**config.mk**
```make
export PLATFORM = sky130hd
export DESIGN_NAME = jtmikie_vtiming
export DESIGN_NICKNAME = d
export VERILOG_FILES = /design/src/rtl/jtmikie_vtiming.sv
export SDC_FILE = /design/constraint.sdc
export NUM_CORES = 1
export LEC_CHECK = 0
export BUFFER_PORTS_ARGS = -buffer_cell sky130_fd_sc_hd__buf_2
export CAP_MARGIN = 25
export CORE_AREA = 4 4 71 73
export DETAILED_ROUTE_END_ITERATION = 8
export DIE_AREA = 0 0 75 77
export PLACE_DENSITY = 0.65
export SYNTH_ARGS = -nofsm -noshare
export SYNTH_HDL_FRONTEND = slang
export SYNTH_SLANG_ARGS = --single-unit
```
**constraint.sdc**
```tcl
create_clock -name clk -period 3.25 [get_ports clk]
set_input_delay 0 -clock clk [delete_from_list [all_inputs] [get_ports clk]]
set_output_delay 0 -clock clk [all_outputs]
set_load 0.01 [all_outputs]
```
**src/rtl/jtmikie_vtiming.sv**
```systemverilog
// jtmikie_vtiming: raster timing generator for the Mikie video pipeline.
// Counts pixel-clock enables into hdump/vdump and produces registered blanking,
// sync and line-start strobes that change on the same edge as the counter value
// that causes them.
// Optional feature macro: JTMIKIE_VTIMING_SHIFT_EN adds signed 4-bit hoffset /
// voffset inputs that move the HS / VS windows. The offsets are captured only
// at the frame wrap.
module jtmikie_vtiming #(
    parameter logic [8:0] HCNT_START = 9'h080,
    parameter logic [8:0] HCNT_END   = 9'h1FF,
    parameter logic [8:0] VCNT_START = 9'h0F8,
    parameter logic [8:0] VCNT_END   = 9'h1FF,
    parameter logic [8:0] HB_START   = 9'h080,
    parameter logic [8:0] HB_END     = 9'h100,
    parameter logic [8:0] HS_START   = 9'h0B0,
    parameter logic [8:0] HS_END     = 9'h0D0,
    parameter logic [8:0] VB_START   = 9'h1F0,
    parameter logic [8:0] VB_END     = 9'h110,
    parameter logic [8:0] VS_START   = 9'h1F8,
    parameter logic [8:0] VS_END     = 9'h100,
    parameter logic [8:0] HINIT_POS  = 9'h080
) (
    input  logic       clk,
    input  logic       rst,
    input  logic       pxl_cen,
`ifdef JTMIKIE_VTIMING_SHIFT_EN
    input  logic [3:0] hoffset,
    input  logic [3:0] voffset,
`endif
    output logic [8:0] hdump,
    output logic [8:0] vdump,
    output logic [8:0] vrender,
    output logic       hinit,
    output logic       LHBL,
    output logic       LVBL,
    output logic       HS,
    output logic       VS
);

    // Wrapping counter step: last value reloads the first one.
    function automatic logic [8:0] cnt_next(input logic [8:0] cur,
                                            input logic [8:0] first,
                                            input logic [8:0] last);
        logic [8:0] nxt;
        if (cur == last) begin
            nxt = first;
        end else begin
            nxt = cur + 9'd1;
        end
        return nxt;
    endfunction

    // Set/clear flag driven by the position the counter is about to take.
    // Positions outside the counter range never match, so the flag holds.
    function automatic logic flag_update(input logic       cur,
                                         input logic [8:0] pos,
                                         input logic [8:0] set_pos,
                                         input logic [8:0] clr_pos);
        logic nxt;
        if (pos == set_pos) begin
            nxt = 1'b1;
        end else if (pos == clr_pos) begin
            nxt = 1'b0;
        end else begin
            nxt = cur;
        end
        return nxt;
    endfunction

    logic [8:0] hdump_q, hdump_d;
    logic [8:0] vdump_q, vdump_d;
    logic [8:0] vrender_q, vrender_d;
    logic       hinit_q, hinit_d;
    logic       lhbl_q, lhbl_d;
    logic       lvbl_q, lvbl_d;
    logic       hs_q, hs_d;
    logic       vs_q, vs_d;

    logic       h_wrap_s;
    logic       v_wrap_s;
    logic [8:0] hs_start_s, hs_end_s;
    logic [8:0] vs_start_s, vs_end_s;

    assign h_wrap_s = (hdump_q == HCNT_END);
    assign v_wrap_s = (vdump_q == VCNT_END);

`ifdef JTMIKIE_VTIMING_SHIFT_EN
    logic [3:0] hoff_q, hoff_d;
    logic [3:0] voff_q, voff_d;

    function automatic logic [8:0] sext4(input logic [3:0] off);
        return {{5{off[3]}}, off};
    endfunction

    // Capture the offsets only on the frame wrap so a sync pulse is never split.
    always_comb begin
        hoff_d = hoff_q;
        voff_d = voff_q;
        if (pxl_cen && h_wrap_s && v_wrap_s) begin
            hoff_d = hoffset;
            voff_d = voffset;
        end else begin
            hoff_d = hoff_q;
            voff_d = voff_q;
        end
    end

    // Offset registers.
    always_ff @(posedge clk or posedge rst) begin
        if (rst) begin
            hoff_q <= 4'd0;
            voff_q <= 4'd0;
        end else begin
            hoff_q <= hoff_d;
            voff_q <= voff_d;
        end
    end

    assign hs_start_s = HS_START + sext4(hoff_q);
    assign hs_end_s   = HS_END   + sext4(hoff_q);
    assign vs_start_s = VS_START + sext4(voff_q);
    assign vs_end_s   = VS_END   + sext4(voff_q);
`else
    assign hs_start_s = HS_START;
    assign hs_end_s   = HS_END;
    assign vs_start_s = VS_START;
    assign vs_end_s   = VS_END;
`endif

    // Next-state counters and flags, all derived from the next counter value.
    always_comb begin
        hdump_d   = hdump_q;
        vdump_d   = vdump_q;
        vrender_d = vrender_q;
        hinit_d   = hinit_q;
        lhbl_d    = lhbl_q;
        lvbl_d    = lvbl_q;
        hs_d      = hs_q;
        vs_d      = vs_q;
        if (pxl_cen) begin
            hdump_d = cnt_next(hdump_q, HCNT_START, HCNT_END);
            hinit_d = (hdump_d == HINIT_POS);
            lhbl_d  = flag_update(lhbl_q, hdump_d, HB_END, HB_START);
            hs_d    = flag_update(hs_q, hdump_d, hs_start_s, hs_end_s);
            if (h_wrap_s) begin
                vdump_d   = cnt_next(vdump_q, VCNT_START, VCNT_END);
                vrender_d = cnt_next(vdump_d, VCNT_START, VCNT_END);
                lvbl_d    = flag_update(lvbl_q, vdump_d, VB_END, VB_START);
                vs_d      = flag_update(vs_q, vdump_d, vs_start_s, vs_end_s);
            end else begin
                vdump_d   = vdump_q;
                vrender_d = vrender_q;
                lvbl_d    = lvbl_q;
                vs_d      = vs_q;
            end
        end else begin
            hdump_d   = hdump_q;
            vdump_d   = vdump_q;
            vrender_d = vrender_q;
            hinit_d   = hinit_q;
            lhbl_d    = lhbl_q;
            lvbl_d    = lvbl_q;
            hs_d      = hs_q;
            vs_d      = vs_q;
        end
    end

    // State registers; reset parks the raster at the first pixel of the frame.
    always_ff @(posedge clk or posedge rst) begin
        if (rst) begin
            hdump_q   <= HCNT_START;
            vdump_q   <= VCNT_START;
            vrender_q <= VCNT_START + 9'd1;
            hinit_q   <= 1'b0;
            lhbl_q    <= 1'b0;
            lvbl_q    <= 1'b0;
            hs_q      <= 1'b0;
            vs_q      <= 1'b0;
        end else begin
            hdump_q   <= hdump_d;
            vdump_q   <= vdump_d;
            vrender_q <= vrender_d;
            hinit_q   <= hinit_d;
            lhbl_q    <= lhbl_d;
            lvbl_q    <= lvbl_d;
            hs_q      <= hs_d;
            vs_q      <= vs_d;
        end
    end

    assign hdump   = hdump_q;
    assign vdump   = vdump_q;
    assign vrender = vrender_q;
    assign hinit   = hinit_q;
    assign LHBL    = lhbl_q;
    assign LVBL    = lvbl_q;
    assign HS      = hs_q;
    assign VS      = vs_q;

endmodule
```
Word-level counts from Yosys, hierarchy flattened
Index checks and enable logic that the tools add are counted.

word-level totals
  output and inout port bits = 32
  memory bits (writable) = 0
  register bits = 32
  memories kept = 0
  ROM bits = 0
  bits in latches = 0
  input port bits = 3

operators by class
  equal/unequal tests = 11
  multiplexer cells = 14
  reduce and logical (&&, ||, !) cells = 9
  magnitude comparators = 0
  multiply operators = 0
  add/sub/neg operators = 3
  shift operators = 0
  divide/modulo/power cells = 0
  bitwise operators = 0

operator list
  cell                 count
  $eq 9x9->1 const B   8
  $mux 9               6
  $add 9x1->9 const B  3
  $eq 9x8->1 const B   3
  $mux 1               8
  $reduce_bool 2->1    4
  $reduce_and 2->1     3
  $reduce_and 3->1     2

Longest topological paths before layout
Gate-level depths: netlist of run 1.

  depth in word-level cells = 7
  gate-level depth with buffers = 14
  mapped depth without buffers = 13

Worst setup path after synthesis of run 1
OpenSTA, ideal clock, no wires.

  path kind = flip-flop to flip-flop
  from = register vdump_q[0] (netlist: vdump[0])
  to = register vrender_q[7] (netlist: vrender[7])
  setup slack = 0.484 ns
  path buffers = 1
  cell stages (with the launch flop) = 15
  required time = 3.169 ns
  arrival time = 2.685 ns
  library setup time = 0.081 ns
  cells stage by stage = dfrtp_1 ha_1 nand3_1 nor2_1 ha_1 buf_2 nor2_1 mux2i_2 nand3_1 nor4_1 ha_1 nor2_1 inv_1 nor2_1 a211oi_2

between the ends
  longest elaborated chain between the ends = 6

ends and longest elaborated chain
  what                                              line    source
  start: declaration                                71      logic [8:0] vdump_q, vdump_d;
  start signal: assignment                          181     vdump_q <= vdump_d;
  $add 9x1->9 / $eq 9x9->1 (equally long branches)  48, 45
  $mux 9 (*)                                        45      if (cur == last) begin
  $mux 9 (*)                                        145     if (h_wrap_s) begin
  $mux 9 (*)                                        140     if (pxl_cen) begin
  $add 9x1->9 / $eq 9x9->1 (equally long branches)  48, 45
  $mux 9 (*)                                        45
  end signal: assignment                            173     vrender_q <= VCNT_START + 9'd1;
  end signal: assignment                            182     vrender_q <= vrender_d;
  end: declaration                                  72      logic [8:0] vrender_q, vrender_d;

Every way passes the cells marked *; elsewhere a longest branch is shown, timed or not. The select of a mux whose other input is x is not followed.
A chain may end at the register's enable or synchronous reset.

Worst setup path after layout of run 1
  from = register vdump_q[1] (netlist: vdump[1])
  to = register vrender_q[7] (netlist: vrender[7])

Same word-level chain as after synthesis.

==> impl_metrics.env, run 1 <==
export IMPL_cellLeakagePower_uw=0.001029
export IMPL_ys_warn_count=0
export IMPL_dieArea_um2=5775
export IMPL_endpoint_kind="flop"
export IMPL_worstPathMaxFanout=13
export IMPL_overflow=0
export IMPL_finClkSkew_ps=6.801
export IMPL_grt_antenna_before_repair=0
export IMPL_fmaxAchievable_mhz=343.7
export IMPL_synth_edf_count=0
export IMPL_cts_tree="built"
export IMPL_clk_latency_ps=290
export IMPL_crit_cells=13
export IMPL_synth_area_um2=1941
export IMPL_postRouteAntennaNets=0
export IMPL_p_per_area_nw_per_um2=512.7
export IMPL_async_flop_share=1.000
export IMPL_clk_pin_slew_ps=70
export IMPL_p_comb_frac=0.266
export IMPL_crit_start="vdump[1]"
export IMPL_vdd_drop_max_uv=255.9
export IMPL_reg2reg_depth=13
export IMPL_outcome="completed"
export IMPL_rr_endpoint="vrender[7]"
export IMPL_hold_violations=0
export IMPL_clkPwrFrac=0.270
export IMPL_slowest_delay_ps=460
export IMPL_cp_cell_sequence="ha_1 -> nand3_1 -> nor2_1 -> ha_4 -> nor2_1 -> mux2i_4 -> nand3_1 -> nor4_1 -> ha_1 -> nor2_1 -> inv_1 -> nor2_1 -> a211oi_2"
export IMPL_grt_pass1_vias=1577
export IMPL_routed_wl_met2_um=1989
export IMPL_switching_share=0.3424
export IMPL_final_common_cell="buf_2"
export IMPL_p_switching_uw=401.2
export IMPL_fp_row_count=24
export IMPL_finalSetupViolCount=0
export IMPL_crit_family="simple AND/OR/NAND/NOR gates"
export IMPL_drc=0
export IMPL_start_kind="flop"
export IMPL_synth_ff_type="dfrtp_1"
export IMPL_dp_hpwl_um=3311
export IMPL_internal_power_uw=770.7
export IMPL_drive_above_1_share=0.3130
export IMPL_die_h_um=77
export IMPL_cp_required_ps=3460
export IMPL_dr_pass1_iters=4
export IMPL_die_w_um=75
export IMPL_nets=257
export IMPL_syn_nets=218
export IMPL_cts_sinks=32
export IMPL_wl_met3_um=253
export IMPL_synth_cells=206
export IMPL_register_area_um2=815.8
export IMPL_clockBufferDepth=2
export IMPL_ys_seq_area_frac=0.4204
export IMPL_crit_top_cell="nor2_1"
export IMPL_multi_input_area_um2=1075
export IMPL_fin_ws_ps=340.3
export IMPL_insertedDiodeCount=0
export IMPL_drt_first_iter_violations=123
export IMPL_htreeDepth=2
export IMPL_postSynthAreaPerCell_um2=9.420
export IMPL_maxCapViolations=0
export IMPL_period_share=0.8953
export IMPL_arrival_ps=3120
export IMPL_relSlewSlack=0.3817
export IMPL_worstSetupPathType="reg2reg"
export IMPL_wl_met1_um=2373
export IMPL_ios=35
export IMPL_p_seq_frac=0.463
export IMPL_reg2reg_slack_ps=340
export IMPL_num_fill_cells=412
export IMPL_grt_usage=0.1766
export IMPL_drv_slew=0
export IMPL_min_path_type="in2reg"
export IMPL_viasPerCell=5.674
export IMPL_cts_root_buffer="clkbuf_8"
export IMPL_grt_pass1_wl_um=7893
export IMPL_cp_num_buf_inv=1
export IMPL_fin_crit_ps=2910
export IMPL_area_growth_pct=17.79
export IMPL_fin_setup_tns_ps=0
export IMPL_ys_ff_latch=32
export IMPL_start_util=0.4457
export IMPL_ys_types=55
export IMPL_place_ws_ps=102.5
export IMPL_final_cell_mix="buf_2, nand2_1, dfrtp_1, nor2_1, o21ai_0"
export IMPL_tightest_slew_ps=926.4
export IMPL_grt_max_degree=25
export IMPL_core_um2=4354
export IMPL_wl_um=4676
export IMPL_grt_setup_unrepaired="no"
export IMPL_min_delay_start="pxl_cen"
export IMPL_dr_total_vias=1691
export IMPL_numCtsBuffers=5
export IMPL_wl_per_cell_um=15.69
export IMPL_critPathCapture="vrender[7]"
export IMPL_rr_startpoint="vdump[1]"
export IMPL_cp_slowest_cell="dfrtp_1"
export IMPL_portBuffers=34
export IMPL_routed_top_layer="met4"
export IMPL_place_congestion=0.8367
registers in the layout, summed over array words and instances, names as in the netlist:
register / cells
vdump: 9
VS: 1
hdump: 9
hinit: 1
HS: 1
LVBL: 1
LHBL: 1
vrender: 9
cells in the mapped netlist, types with 2 or more instances:
| master | n | area (um2) |
|---|---|---|
| clkbuf_1 | 2 | 7.510 |
| nand2_1 | 28 | 105.1 |
| mux2_2 | 6 | 67.56 |
| o41ai_1 | 3 | 26.28 |
| buf_6 | 2 | 22.52 |
| dfrtp_1 | 20 | 500.5 |
| o21ai_0 | 18 | 90.09 |
| o211ai_1 | 2 | 15.01 |
| inv_1 | 6 | 22.52 |
| nand3_2 | 2 | 20.02 |
| nand3_1 | 10 | 50.05 |
| o31ai_1 | 2 | 15.01 |
| xor2_1 | 2 | 17.52 |
| nor3_1 | 4 | 20.02 |
| dfstp_2 | 12 | 315.3 |
| xnor2_1 | 7 | 61.31 |
| nor4_1 | 2 | 12.51 |
| a21oi_1 | 5 | 25.02 |
| nor2b_1 | 4 | 25.02 |
| nor2_1 | 19 | 71.32 |
| or4_1 | 2 | 15.01 |
| buf_2 | 3 | 15.01 |
| ha_1 | 9 | 112.6 |
| nand4_1 | 5 | 31.28 |
metal layers:
metal / vias up / track usage
met4: 0 / 0.05338
met1: 821 / 0.2588
met3: 4 / 0.04967
li1: 821 / -
met5: - / 0
met2: 45 / 0.2491
worst min path at each step:
stage | endpoint | depth (start not counted)
2_1_floorplan | HS | 1
3_3_place_gp | LVBL | 2
3_5_place_dp | VS | 2
4_1_cts | hdump[7] | 2
5_1_grt | hdump[4] | 2
6_report | hdump[4] | 2
kinds of logic (layout without fill, tap and decap cells):
kind of cell	Yosys count	after routing	synth area share
XOR/XNOR	9	9	0.04062
AO/OA/AOI/OAI	43	43	0.1483
AND/OR/NAND/NOR	90	90	0.2411
adder cells (fa/ha/maj)	9	9	0.05803
flip-flops	32	32	0.4204
buffers and inverters	14	54	0.03675
multiplexers	9	9	0.05480
power groups by stage:
stage	Clock, uW	Combinational (uW)	Sequential, uW
global placement	0	306	547
finish	317	312	543
detailed placement	0	311	547
floorplan	0	241	538
global route	348	352	555
CTS	325	314	541
repair_timing:
item | CTS | global route
resized for setup | 0 | 3
setup buffers | 0 | 0
hold endpoints to repair | 15 | 0
hold buffers | 1 | 0
setup endpoints to repair | 0 | 7
per-stage QoR:
step | area [um2] | hold WS, ps | total power [uW] | std cells | util
after floorplan | 1941 | 107.3 | 779.3 | 206 | -
after global placement | 2165 | 266.9 | 853.3 | 289 | 0.4971
after detailed placement | 2165 | 254.1 | 858.8 | 289 | 0.4971
after CTS | 2265 | 120.3 | 1180 | 298 | 0.5201
after global routing | 2286 | 137.5 | 1256 | 298 | 0.5250
final | 2286 | 132.8 | 1172 | 298 | 0.5250
cell type report:
cell class              count  area share
flip-flops and latches     32      0.3569
clock buffers               8     0.03941
inverters                   6    0.009852
well taps                  52     0.02846
repair buffers             40     0.09524
multi-input cells         160      0.4702
No activity file was read; power rests on OpenSTA's default activity.
==> run 2: changes to the inputs <==
Settings changed: PLACE_DENSITY 0.65 to 0.64.
==> impl_metrics.env, run 2 (synthesis gave the netlist of run 1 again) <==
export IMPL_outcome="completed"
export IMPL_critPathCapture="vrender[7]"
export IMPL_dp_hpwl_um=3211
export IMPL_reg2reg_depth=13
export IMPL_grt_pass1_wl_um=7438
export IMPL_grt_setup_unrepaired="no"
export IMPL_htreeDepth=2
export IMPL_cts_sinks=32
export IMPL_final_cell_mix="buf_2, nand2_1, dfrtp_1, nor2_1, o21ai_0"
export IMPL_grt_antenna_before_repair=0
export IMPL_finClkSkew_ps=2.855
export IMPL_start_kind="flop"
export IMPL_start_util=0.4457
export IMPL_portBuffers=34
export IMPL_clkPwrFrac=0.271
export IMPL_fp_row_count=24
export IMPL_ios=35
export IMPL_tightest_slew_ps=839.4
export IMPL_min_path_type="in2reg"
export IMPL_drt_first_iter_violations=211
export IMPL_arrival_ps=3050
export IMPL_rr_startpoint="vdump[1]"
export IMPL_dieArea_um2=5775
export IMPL_grt_pass1_vias=1468
export IMPL_reg2reg_slack_ps=400
export IMPL_viasPerCell=5.488
export IMPL_place_ws_ps=196.4
export IMPL_fmaxAchievable_mhz=351.4
export IMPL_period_share=0.8756
export IMPL_place_congestion=0.8226
export IMPL_worstPathMaxFanout=13
export IMPL_cp_required_ps=3460
export IMPL_clockBufferDepth=2
export IMPL_dr_pass1_iters=4
export IMPL_switching_share=0.3408
export IMPL_fin_setup_tns_ps=0
export IMPL_die_w_um=75
export IMPL_fin_crit_ps=2846
export IMPL_clk_latency_ps=280
export IMPL_num_fill_cells=398
export IMPL_cts_root_buffer="clkbuf_8"
export IMPL_drc=0
export IMPL_finalSetupViolCount=0
export IMPL_relSlewSlack=0.4398
export IMPL_wl_per_cell_um=14.92
export IMPL_nets=256
export IMPL_rr_endpoint="vrender[7]"
export IMPL_p_switching_uw=398.1
export IMPL_fin_ws_ps=404.2
export IMPL_core_um2=4354
export IMPL_grt_usage=0.1653
export IMPL_crit_start="vdump[1]"
export IMPL_final_common_cell="buf_2"
export IMPL_p_per_area_nw_per_um2=514.9
export IMPL_drv_slew=0
export IMPL_cellLeakagePower_uw=0.001024
export IMPL_drive_above_1_share=0.3102
export IMPL_maxCapViolations=0
export IMPL_cts_tree="built"
export IMPL_die_h_um=77
export IMPL_hold_violations=0
export IMPL_wl_um=4430
export IMPL_p_seq_frac=0.464
export IMPL_endpoint_kind="flop"
export IMPL_vdd_drop_max_uv=275.2
export IMPL_grt_max_degree=23
export IMPL_worstSetupPathType="reg2reg"
export IMPL_clk_pin_slew_ps=70
export IMPL_insertedDiodeCount=0
export IMPL_internal_power_uw=770.0
export IMPL_dr_total_vias=1630
export IMPL_numCtsBuffers=5
export IMPL_postRouteAntennaNets=0
export IMPL_overflow=0
export IMPL_area_growth_pct=16.89
export IMPL_p_comb_frac=0.265
export IMPL_post_cts_setup_buffer_count=0
[run 2: repair_timing]
item | in CTS | in global routing
resized for setup | 0 | 2
hold endpoints to repair | 15 | 0
endpoints found under the setup margin | 0 | 4
hold buffers | 1 | 0
[run 2: per-layer routing]
metal | GRT usage | up-vias | wire [um]
li1 | - | 829 | -
met1 | 0.2568 | 754 | 2305
met2 | 0.2169 | 40 | 1847
met3 | 0.04575 | 7 | 208
met4 | 0.05338 | 0 | 69
met5 | 0 | - | 0
[run 2: per-stage QoR]
| step | hold slack [ps] | power [uW] | instances | util | area [um2] |
|---|---|---|---|---|---|
| after global routing | 150.5 | 1252 | 297 | 0.5210 | 2268 |
| after global placement | 217.5 | 853.0 | 288 | 0.4954 | 2157 |
| after CTS | 114.8 | 1185 | 297 | 0.5184 | 2257 |
| after floorplan | 107.3 | 779.3 | 206 | - | 1941 |
| final | 128.7 | 1168 | 297 | 0.5210 | 2268 |
| after detailed placement | 227.9 | 860.1 | 288 | 0.4954 | 2157 |
[run 2: worst min-delay path by stage]
stage,slack (ps),cells after the start,endpoint,startpoint
after global placement,220,2,hdump[8],rst
final,130,2,hdump[7],pxl_cen
after CTS,110,3,hdump[7],pxl_cen
after global routing,150,2,hdump[4],pxl_cen
after detailed placement,230,2,hinit,rst
after floorplan,110,1,HS,rst
[run 2: cell type report]
type	instances	area, um2	area share
inverters	6	22.52	0.009928
repair buffers	39	210.2	0.09266
multi-input cells	160	1065	0.4694
flip-flops and latches	32	815.8	0.3596
clock buffers	8	90.09	0.03971
well taps	52	65.06	0.02868
[run 2: power groups by stage]
stage	Sequential, uW	Clock, uW	Combinational (uW)
5_1_grt	557	349	346
2_1_floorplan	538	0	241
3_3_place_gp	549	0	304
3_5_place_dp	549	0	311
6_report	542	317	309
4_1_cts	542	330	313
[run 2: worst max-delay path, stage by stage (launching register included)]
cell,delay [ps]
dfrtp_1,460
ha_1,270
nand3_1,100
nor2_1,100
ha_2,320
nor2_1,110
mux2i_4,260
nand3_1,210
nor4_1,220
ha_1,220
nor2_1,100
inv_1,130
nor2_1,60
a211oi_2,200
